### config.mk
export PLATFORM = sky130hd
export DESIGN_NAME = fwd_hazard_unit_flat
export DESIGN_NICKNAME = d
export VERILOG_FILES = /design/src/rtl/fwd_hazard_unit_if.sv /design/src/rtl/fwd_hazard_unit.sv /design/src/flat_wrapper.sv
export SDC_FILE = /design/constraint.sdc
export NUM_CORES = 1
export LEC_CHECK = 0
export CORE_ASPECT_RATIO = 1.1
export CORE_UTILIZATION = 31
export CTS_CLUSTER_SIZE = 14
export DETAILED_ROUTE_END_ITERATION = 12
export PLACE_DENSITY = 0.77
export SLEW_MARGIN = 10
export SYNTH_ARGS = -nofsm -noshare
export SYNTH_HDL_FRONTEND = slang
export SYNTH_SLANG_ARGS = --single-unit
### constraint.sdc
create_clock -name clk -period 1.8 [get_ports clk]
set_input_delay 0.45 -clock clk [delete_from_list [all_inputs] [get_ports clk]]
set_output_delay 0.45 -clock clk [all_outputs]
set_load 0.01 [all_outputs]
### src/rtl/fwd_hazard_unit_if.sv
// Execute-stage view of the forwarding/hazard unit: operand/destination info in, bypass controls and stall out.
// Pure wiring bundle; no state, no latency of its own.
interface fwd_hazard_unit_if #(
  parameter int REG_BITS = 3
);
  logic                ex_valid;
  logic [REG_BITS-1:0] ex_srcA;
  logic                ex_useA;
  logic [REG_BITS-1:0] ex_srcB;
  logic                ex_useB;
  logic                ex_regWrite;
  logic [REG_BITS-1:0] ex_dst;
  logic [1:0]          ex_wbSel;
  logic                forward_XX_A;
  logic                forward_XX_B;
  logic                forward_XM_A;
  logic                forward_XM_B;
  logic [1:0]          forward_XX_sel;
  logic [1:0]          forward_XM_sel;
  logic                stall;

  modport master (
    output ex_valid, ex_srcA, ex_useA, ex_srcB, ex_useB, ex_regWrite, ex_dst, ex_wbSel,
    input  forward_XX_A, forward_XX_B, forward_XM_A, forward_XM_B,
    input  forward_XX_sel, forward_XM_sel, stall
  );

  modport slave (
    input  ex_valid, ex_srcA, ex_useA, ex_srcB, ex_useB, ex_regWrite, ex_dst, ex_wbSel,
    output forward_XX_A, forward_XX_B, forward_XM_A, forward_XM_B,
    output forward_XX_sel, forward_XM_sel, stall
  );
endinterface

### src/rtl/fwd_hazard_unit.sv
// Bypass select and load-use stall for execute, from the X/M and M/W destination records.
// Outputs are zero-latency combinational; stall holds IF/ID/EX for one cycle and injects a bubble.
// Optional perf counters (stall_count, fwd_count, perf_clr) exist only when FWD_PERF_EN is defined.
module fwd_hazard_unit #(
  parameter int REG_BITS = 3,
  parameter int CNT_W    = 16
) (
  input  logic              clk,
  input  logic              rst,
  fwd_hazard_unit_if.slave  ex,
  input  logic              perf_clr,
  output logic [CNT_W-1:0]  stall_count,
  output logic [CNT_W-1:0]  fwd_count
);

  localparam logic [1:0] SEL_MEM = 2'b10;

  typedef struct packed {
    logic                wr;
    logic [REG_BITS-1:0] dst;
    logic [1:0]          sel;
  } rec_t;

  rec_t xm, mw, xm_next;

  logic xm_a, xm_b, mw_a, mw_b;
  logic stall_int;
  logic fxx_a, fxx_b, fxm_a, fxm_b;

  assign xm_a = ex.ex_valid & ex.ex_useA & xm.wr & (xm.dst == ex.ex_srcA);
  assign xm_b = ex.ex_valid & ex.ex_useB & xm.wr & (xm.dst == ex.ex_srcB);
  assign mw_a = ex.ex_valid & ex.ex_useA & mw.wr & (mw.dst == ex.ex_srcA);
  assign mw_b = ex.ex_valid & ex.ex_useB & mw.wr & (mw.dst == ex.ex_srcB);

  assign stall_int = (xm_a | xm_b) & (xm.sel == SEL_MEM);

  // An operand may hit M/W while its twin stalls on X/M, so the stall mask is needed on every flag.
  assign fxx_a = xm_a & (xm.sel != SEL_MEM) & ~stall_int;
  assign fxx_b = xm_b & (xm.sel != SEL_MEM) & ~stall_int;
  assign fxm_a = mw_a & ~xm_a & ~stall_int;
  assign fxm_b = mw_b & ~xm_b & ~stall_int;

  assign ex.forward_XX_A   = fxx_a;
  assign ex.forward_XX_B   = fxx_b;
  assign ex.forward_XM_A   = fxm_a;
  assign ex.forward_XM_B   = fxm_b;
  assign ex.forward_XX_sel = (fxx_a | fxx_b) ? xm.sel : 2'b00;
  assign ex.forward_XM_sel = (fxm_a | fxm_b) ? mw.sel : 2'b00;
  assign ex.stall          = stall_int;

  always_comb begin
    xm_next = '0;
    if (!stall_int) begin
      xm_next.wr  = ex.ex_valid & ex.ex_regWrite;
      xm_next.dst = ex.ex_dst;
      xm_next.sel = ex.ex_wbSel;
    end
  end

  always_ff @(posedge clk) begin
    if (!rst) begin
      xm <= '0;
      mw <= '0;
    end else begin
      mw <= xm;
      xm <= xm_next;
    end
  end

`ifdef FWD_PERF_EN
  logic fwd_any;
  assign fwd_any = fxx_a | fxx_b | fxm_a | fxm_b;

  // Counters saturate at all-ones; clear beats increment.
  always_ff @(posedge clk) begin
    if (!rst) begin
      stall_count <= '0;
      fwd_count   <= '0;
    end else if (perf_clr) begin
      stall_count <= '0;
      fwd_count   <= '0;
    end else begin
      if (stall_int && !(&stall_count)) stall_count <= stall_count + 1'b1;
      if (fwd_any && !(&fwd_count))     fwd_count   <= fwd_count + 1'b1;
    end
  end
`else
  logic unused_perf_clr;
  assign unused_perf_clr = perf_clr;
  assign stall_count     = '0;
  assign fwd_count       = '0;
`endif

endmodule

### src/flat_wrapper.sv
// flat-port wrapper written by rule: the top's interface ports become plain ports
module fwd_hazard_unit_flat 
#(
  parameter int REG_BITS = 3,
  parameter int CNT_W    = 16
)
  (clk, rst, perf_clr, stall_count, fwd_count, ex_ex_valid, ex_ex_srcA, ex_ex_useA, ex_ex_srcB, ex_ex_useB, ex_ex_regWrite, ex_ex_dst, ex_ex_wbSel, ex_forward_XX_A, ex_forward_XX_B, ex_forward_XM_A, ex_forward_XM_B, ex_forward_XX_sel, ex_forward_XM_sel, ex_stall);
  fwd_hazard_unit_if #(.REG_BITS(REG_BITS)) ex_i ();
  input  logic clk;
  input  logic rst;
  input  logic perf_clr;
  output logic [CNT_W-1:0] stall_count;
  output logic [CNT_W-1:0] fwd_count;
  input wire logic [$bits(ex_i.ex_valid)-1:0] ex_ex_valid;
  input wire logic [$bits(ex_i.ex_srcA)-1:0] ex_ex_srcA;
  input wire logic [$bits(ex_i.ex_useA)-1:0] ex_ex_useA;
  input wire logic [$bits(ex_i.ex_srcB)-1:0] ex_ex_srcB;
  input wire logic [$bits(ex_i.ex_useB)-1:0] ex_ex_useB;
  input wire logic [$bits(ex_i.ex_regWrite)-1:0] ex_ex_regWrite;
  input wire logic [$bits(ex_i.ex_dst)-1:0] ex_ex_dst;
  input wire logic [$bits(ex_i.ex_wbSel)-1:0] ex_ex_wbSel;
  output wire logic [$bits(ex_i.forward_XX_A)-1:0] ex_forward_XX_A;
  output wire logic [$bits(ex_i.forward_XX_B)-1:0] ex_forward_XX_B;
  output wire logic [$bits(ex_i.forward_XM_A)-1:0] ex_forward_XM_A;
  output wire logic [$bits(ex_i.forward_XM_B)-1:0] ex_forward_XM_B;
  output wire logic [$bits(ex_i.forward_XX_sel)-1:0] ex_forward_XX_sel;
  output wire logic [$bits(ex_i.forward_XM_sel)-1:0] ex_forward_XM_sel;
  output wire logic [$bits(ex_i.stall)-1:0] ex_stall;
  assign ex_i.ex_valid = ex_ex_valid;
  assign ex_i.ex_srcA = ex_ex_srcA;
  assign ex_i.ex_useA = ex_ex_useA;
  assign ex_i.ex_srcB = ex_ex_srcB;
  assign ex_i.ex_useB = ex_ex_useB;
  assign ex_i.ex_regWrite = ex_ex_regWrite;
  assign ex_i.ex_dst = ex_ex_dst;
  assign ex_i.ex_wbSel = ex_ex_wbSel;
  assign ex_forward_XX_A = ex_i.forward_XX_A;
  assign ex_forward_XX_B = ex_i.forward_XX_B;
  assign ex_forward_XM_A = ex_i.forward_XM_A;
  assign ex_forward_XM_B = ex_i.forward_XM_B;
  assign ex_forward_XX_sel = ex_i.forward_XX_sel;
  assign ex_forward_XM_sel = ex_i.forward_XM_sel;
  assign ex_stall = ex_i.stall;
  fwd_hazard_unit #(.REG_BITS(REG_BITS), .CNT_W(CNT_W)) u_core (.clk(clk), .rst(rst), .ex(ex_i), .perf_clr(perf_clr), .stall_count(stall_count), .fwd_count(fwd_count));
endmodule
==> results of run 1 <==
==> flip-flops by register name, indices dropped and copies added (netlist names) <==
name	cells
u_core.mw	6
u_core.xm	6
==> synthesized netlist by cell type (all sizes together) <==
library cell  number
nand3              5
xnor2              2
nor4               4
nor2b              3
o21a               2
xor2              10
buf               33
nor3b              2
nand2              7
and2               7
dfxtp             12
or4                2
nor2               6
inv                1
clkbuf             1
a211oi             2
conb               1
==> metrics by stage <==
step	hold slack, ns	cell area (um^2)	instances
floorplan	0.436	1010	131
global placement	0.502	1150	167
detailed placement	0.511	1150	167
CTS	0.504	1240	176
global route	0.540	1270	178
finish	0.521	1270	178
==> worst max path at each step <==
stage	start	to	cells after the start
6_report	u_core.xm[2]	ex_forward_XM_sel[1]	6
5_1_grt	u_core.xm[2]	ex_forward_XM_sel[1]	6
4_1_cts	u_core.xm[4]	ex_forward_XM_sel[1]	5
3_5_place_dp	ex_ex_srcA[2]	ex_forward_XM_sel[1]	6
3_3_place_gp	ex_ex_srcA[1]	ex_forward_XM_sel[1]	8
2_1_floorplan	ex_ex_srcA[1]	ex_forward_XM_sel[0]	4
==> area by class of cell <==
type / count / area, um^2 / share of cell area [%]
Multi-Input combinational cell: 84 / 587 / 46.1
Timing Repair Buffer: 46 / 353 / 27.7
Sequential cell: 12 / 255 / 20.0
Tap cell: 31 / 38.8 / 3.05
Clock buffer: 4 / 36.3 / 2.85
Inverter: 1 / 3.75 / 0.295
==> power by group through the flow <==
stage | logic [mW] | registers [mW] | clock network [mW]
3_3_place_gp | 0.141 | 0.292 | 0
4_1_cts | 0.155 | 0.287 | 0.212
6_report | 0.163 | 0.287 | 0.207
2_1_floorplan | 0.123 | 0.291 | 0
3_5_place_dp | 0.145 | 0.293 | 0
5_1_grt | 0.177 | 0.288 | 0.233
==> metal layers <==
layer,vias up,track usage [%],share of wire (%)
met2,52,23.6,56
met3,6,2.98,8.6
met5,-,0,0
met1,319,13.6,33
li1,347,-,-
met4,0,5.79,2.3
==> repair_timing <==
action	CTS	global route
hold buffers	0	0
setup buffers	5	3
endpoints found under the hold margin	0	0
endpoints found under the setup margin	15	9
resized for setup	83	4
pin swaps	19	8
==> cell families (layout without fill, tap and decap cells) <==
logic type,after synthesis,after routing,synth area share [%]
xor+xnor,12,12,12.5
compound gates,4,4,4.75
flops,12,12,28.5
simple gates,36,36,23.8
other cells,1,32,0.445
buf+inv,35,51,30.0
==> critical path: stages (launching register included) <==
cell	delay, ns
dfxtp_4	0.38
xor2_2	0.16
buf_4	0.13
nor4_1	0.04
or4_4	0.47
a211oi_4	0.21
buf_2	0.16
==> summary.md, run 1 <==
| Metric | Value |
|---|---|
| Commonest cells after routing, fill and taps aside | `conb_1, buf_4, buf_2` |
| WHS Path Cells | `1` |
| CTS tree | `yes` |
| Number of fill cells in the layout | `240` |
| Diode count | `0` |
| Reg-to-Reg Start | `u_core.xm[4]` |
| DR vias | `724` |
| Period minus WS final | `2.26 ns` |
| 1st-iter DRT viols | `11` |
| Fin crit share | `126%` |
| Die footprint | `2930 um^2` |
| Netlist cell types | `19` |
| Crit path max fanout | `3` |
| Most common cell after layout, fill and taps aside | `conb_1` |
| Top cells by area, synth | `dfxtp_1, buf_4, xor2_1` |
| First-pass GRT wire length | `2.80 mm` |
| Leakage power | `0.612 nW` |
| Internal | `0.472 mW` |
| Cell taking the most area after synthesis | `dfxtp_1` |
| FF-to-FF End | `u_core.xm[2]` |
| FMAX | `0.442 GHz` |
| Post-synthesis cell count | `100` |
| Synth Warn # | `0` |
| Psw | `0.184 mW` |
| Status | `finished, violations left` |
| Vias in the first global route | `657` |
| CTS buffer count | `3` |
| Hold Path Class | `reg -> reg` |
| Final hold vios | `0` |
| Initial Utilization | `33.1%` |
| Die Ht | `56.7 um` |
| DRT Pass-1 Iters | `4` |
| Critical Path AT | `1.81 ns` |
| Kind of critical path | `reg -> out` |
| Die Width | `51.7 um` |
| Initial antenna violation count | `0` |
| Area growth syn-to-layout | `51.3%` |
| Max-cap violations | `0` |
| Avg Inst Size Synth | `8.42 um^2` |
| Pre-CTS setup slack | `-1.27 ns` |
| Failing checks | `negative setup slack` |
| Port Buffers | `25` |
| CP endpoint kind | `primary output` |
| Post-route core utilization | `50.1%` |
| CP startpoint kind | `register` |
| Start point of the worst hold path | `u_core.xm[2]` |
| Worst EP required | `1.35 ns` |
| Clock H-tree levels | `1` |
| R2R setup slack | `0.14 ns` |
| Comb power frac | `24.8%` |
| GRT Util Overall | `12.9%` |
| Pin count of the biggest net entering global routing | `13` |
| DRT Wirelength | `1.85 mm` |
| RSZ-0062 raised after global routing | `yes` |
| Maximum root-to-sink buffer count | `2` |
| NumNets Final | `166` |
| Core area | `2540 um^2` |
| Total negative slack | `-3.42 ns` |
| Worst skew pair latency | `0.26 ns` |
| Sequential fraction of the synthesis area | `28.5%` |
| Yosys top cell area share | `28.5%` |
| FP Rows | `19` |
| Seq pwr share | `43.7%` |
| GR Overflow Total | `0` |
| Vias/cell | `4.07` |
| Final WS setup | `-0.462 ns` |
| Clock sinks | `12` |
| Layout cells sized above 1 | `42.9%` |
| Reg clk slew, reported paths | `0.07 ns` |
| RePlAce Congestion | `0.889` |
| DP HPWL | `1.35 mm` |
| Maximum VDD drop | `0.000333 V` |
| # setup viols final | `9` |
| DRC | `0` |
| Clk_skew | `0.00306 ns` |
| R2R depth | `8` |
| Hold EP | `u_core.mw[2]` |
| Tot Pwr | `0.656 mW` |
| Post-synthesis cell area | `842 um^2` |
| Ports | `59` |
| WL/cell | `10.4 um` |
| Clk pwr share | `31.5%` |
| Final ANT Viol Nets | `0` |
| Sw frac | `28.0%` |
| Pins Over Slew Limit | `0` |
| Root Driver | `clkbuf_4` |
| Power density cells | `515 nW/um^2` |
| Register bit count reported by yosys | `12` |
(Power assumes the default switching activity.)
==> inputs of run 2 (changes only) <==
--- a/config.mk
+++ b/config.mk
@@ -5,11 +5,14 @@
 export SDC_FILE = /design/constraint.sdc
 export NUM_CORES = 1
 export LEC_CHECK = 0
+export ABC_CLOCK_PERIOD_IN_PS = 1800
+export CELL_PAD_IN_SITES_DETAIL_PLACEMENT = 0
+export CELL_PAD_IN_SITES_GLOBAL_PLACEMENT = 2
 export CORE_ASPECT_RATIO = 1.1
-export CORE_UTILIZATION = 31
+export CORE_UTILIZATION = 16
 export CTS_CLUSTER_SIZE = 14
 export DETAILED_ROUTE_END_ITERATION = 12
-export PLACE_DENSITY = 0.77
+export PLACE_DENSITY = 0.78
 export SLEW_MARGIN = 10
 export SYNTH_ARGS = -nofsm -noshare
 export SYNTH_HDL_FRONTEND = slang
==> run 2 against run 1 <==
  * The flow finishes with violations (design-rule violations, negative setup slack)
  * Utilization shrank 24 points
  * Global-route usage decreased by 6.9 points
  * Fmax is 3.1% higher
  * Die area is 90% higher
  * Sequential power barely moved
  * Via count down 9.1%
  * Register-to-register slack improved by 0.16 ns
  * Count of clock-buffer cells in the layout unchanged
  * Non-clock buffer count shrank 9
  * Critical path type unchanged
==> summary.md, run 2 (synthesis gave the netlist of run 1 again) <==
| Metric | Value |
|---|---|
| CP endpoint kind | `primary output` |
| DP HPWL | `1.38 mm (+2.1%)` |
| Clk_skew | `0.00258 ns (-0.000480 ns)` |
| Register area | `256 um^2 (+0.49%)` |
| DRC | `8 (+8)` |
| Hold Path Class | `reg -> reg` |
| FMAX | `0.456 GHz (+3.1%)` |
| Comb power frac | `19.9% (-4.9 points)` |
| Final ANT Viol Nets | `0 (unchanged)` |
| Vias in the first global route | `603 (-8.2%)` |
| Max-cap violations | `0 (unchanged)` |
| RSZ-0062 raised after global routing | `yes` |
| CTS buffer count | `3 (unchanged)` |
| Final WS setup | `-0.395 ns (+0.0676 ns)` |
| Power density cells | `550 nW/um^2 (+6.7%)` |
| Most common cell after layout, fill and taps aside | `conb_1` |
| Period minus WS final | `2.19 ns (-0.0676 ns)` |
| GR Overflow Total | `0 (unchanged)` |
| Slowest stage delay, CP | `0.47 ns (about the same)` |
| Final Non-Filler Cells | `196 (+10%)` |
| Hold Buf Count CTS | `0 (unchanged)` |
| CP max-delay cell | `or4_4` |
| Finished Cell Area | `1290 um^2 (+1.4%)` |
| DRT Pass-1 Iters | `10 (+6)` |
| First-pass GRT wire length | `2.56 mm (-8.6%)` |
| Pin count of the biggest net entering global routing | `13 (unchanged)` |
| Leakage power | `0.579 nW (-5.4%)` |
| Vias/cell | `3.36 (-17%)` |
| Diode count | `0 (unchanged)` |
| Worst EP required | `1.35 ns (about the same)` |
| CTS tree | `yes` |
| Hold_ws | `0.511 ns (-0.00978 ns)` |
| Port Buffers | `25 (unchanged)` |
| DR vias | `658 (-9.1%)` |
| Fin crit share | `122% (-3.8 points)` |
| Status | `finished, violations left` |
| Reg clk slew, reported paths | `0.05 ns (-0.02 ns)` |
| Area growth syn-to-layout | `53.3%` |
| Internal | `0.532 mW (+13%)` |
| Commonest cells after routing, fill and taps aside | `conb_1, buf_4, buf_2` |
| Die Ht | `78.1 um (+38%)` |
| Sw frac | `25.1% (-3.0 points)` |
| Clock H-tree levels | `1 (unchanged)` |
| CP startpoint kind | `register` |
| Number of fill cells in the layout | `552 (+130%)` |
| WL/cell | `8.40 um (-19%)` |
| Root Driver | `clkbuf_8` |
| Multi-input gate area | `596 um^2 (+1.5%)` |
| Core area | `5030 um^2 (+98%)` |
| Clk pwr share | `39.5% (+8.0 points)` |
| FP Rows | `27 (+8)` |
| DRT Wirelength | `1.65 mm (-11%)` |
| Tot Pwr | `0.710 mW (+8.2%)` |
| Ports | `59 (unchanged)` |
| Initial Utilization | `16.7% (-16 points)` |
| Crit path buffers/inverters | `1 (-1)` |
| 1st-iter DRT viols | `31 (+20)` |
| Kind of critical path | `reg -> out` |
| Placed Area | `1170 um^2 (+2.1%)` |
| Die footprint | `5560 um^2 (+90%)` |
| Crit-path leading delay family | `simple AND/OR/NAND/NOR gates` |
| Clock sinks | `12 (unchanged)` |
| Seq pwr share | `40.6% (-3.1 points)` |
| Psw | `0.178 mW (-3.2%)` |
| Critical Path, Cell by Cell | `xor2_4 > nor4_1 > or4_4 > a211oi_4 > buf_2` |
| # setup viols final | `9 (unchanged)` |
| Maximum VDD drop | `0.000192 V (-42%)` |
| Placed insts | `191 (+14%)` |
| GRT Util Overall | `6.03% (-6.9 points)` |
| NumNets Final | `157 (-5.4%)` |
| RePlAce Congestion | `0.769 (-13%)` |
| Total negative slack | `-2.42 ns (+1.00 ns)` |
| Crit path max fanout | `3 (unchanged)` |
| Die Width | `71.2 um (+38%)` |
| Maximum root-to-sink buffer count | `2 (unchanged)` |
| Worst skew pair latency | `0.23 ns (-0.03 ns)` |
| Final hold vios | `0 (unchanged)` |
| Failing checks | `design-rule violations, negative setup slack` |
| Pins Over Slew Limit | `0 (unchanged)` |
| Initial antenna violation count | `0 (unchanged)` |
| Biggest regs | `u_core.mw x6, u_core.xm x6` |
| Critical Path AT | `1.74 ns (-0.07 ns)` |
| Layout cells sized above 1 | `40.6% (-2.3 points)` |
run 2: cell count changes in the layout (fill, tap and decap cells not counted), moves of 3 or more:
cell / change
buf_4: -7
buf_2: -3
clkbuf_4: -3
clkbuf_8: +3
run 2: path summary, 6_finish.rpt:
path	from	endpoint	slack, ns	cells past startpoint
max	u_core.xm[4]	ex_forward_XM_sel[0]	-0.39	5
max reg2reg	u_core.xm[4]	u_core.xm[5]	0.30	6
min	u_core.xm[3]	u_core.mw[3]	0.51	1
min reg2reg	u_core.xm[3]	u_core.mw[3]	0.51	1
run 2: cell type report:
class                   count  share of cell area (%)
clock buffers               4                    4.26
flip-flops and latches     12                    19.9
multi-input cells          84                    46.1
repair buffers             37                    23.8
well taps                  58                    5.62
inverters                   1                   0.291
run 2: per-stage QoR:
step                worst slack [ns]  util [%]
finish                        -0.395      25.7
global route                  -0.448      25.7
CTS                           -0.445      24.4
detailed placement             -1.24      23.3
global placement               -1.23      23.3
floorplan                     -0.135         -
run 2: repair_timing:
action	4_1_cts	5_1_grt
buffers inserted	1	0
resized for setup	82	14
endpoints found under the setup margin	15	9
pin swaps	19	10
endpoints found under the hold margin	0	0
run 2: metal layers:
layer / track usage (%) / vias to the layer above / part of all wire, %
met5: 0 / - / 0
met4: 4.20 / 0 / 1.6
met3: 1.16 / 2 / 6.7
met2: 11.0 / 29 / 53
met1: 6.13 / 297 / 38
li1: - / 330 / -
run 2: power groups by stage:
stage                     registers [mW]  clock network, mW  logic, mW
final                              0.288              0.281      0.141
after global routing               0.290              0.305      0.156
after CTS                          0.290              0.290      0.134
after detailed placement           0.293                  0      0.133
after global placement             0.293                  0      0.133
after floorplan                    0.291                  0      0.123
run 2: worst register-to-register path, cell delays in order (launching register included):
cell and delay [ns]:
dfxtp_4 0.37, xor2_4 0.16, nor4_4 0.33, o21a_1 0.22, buf_12 0.13, buf_4 0.14
nor2_1 0.05
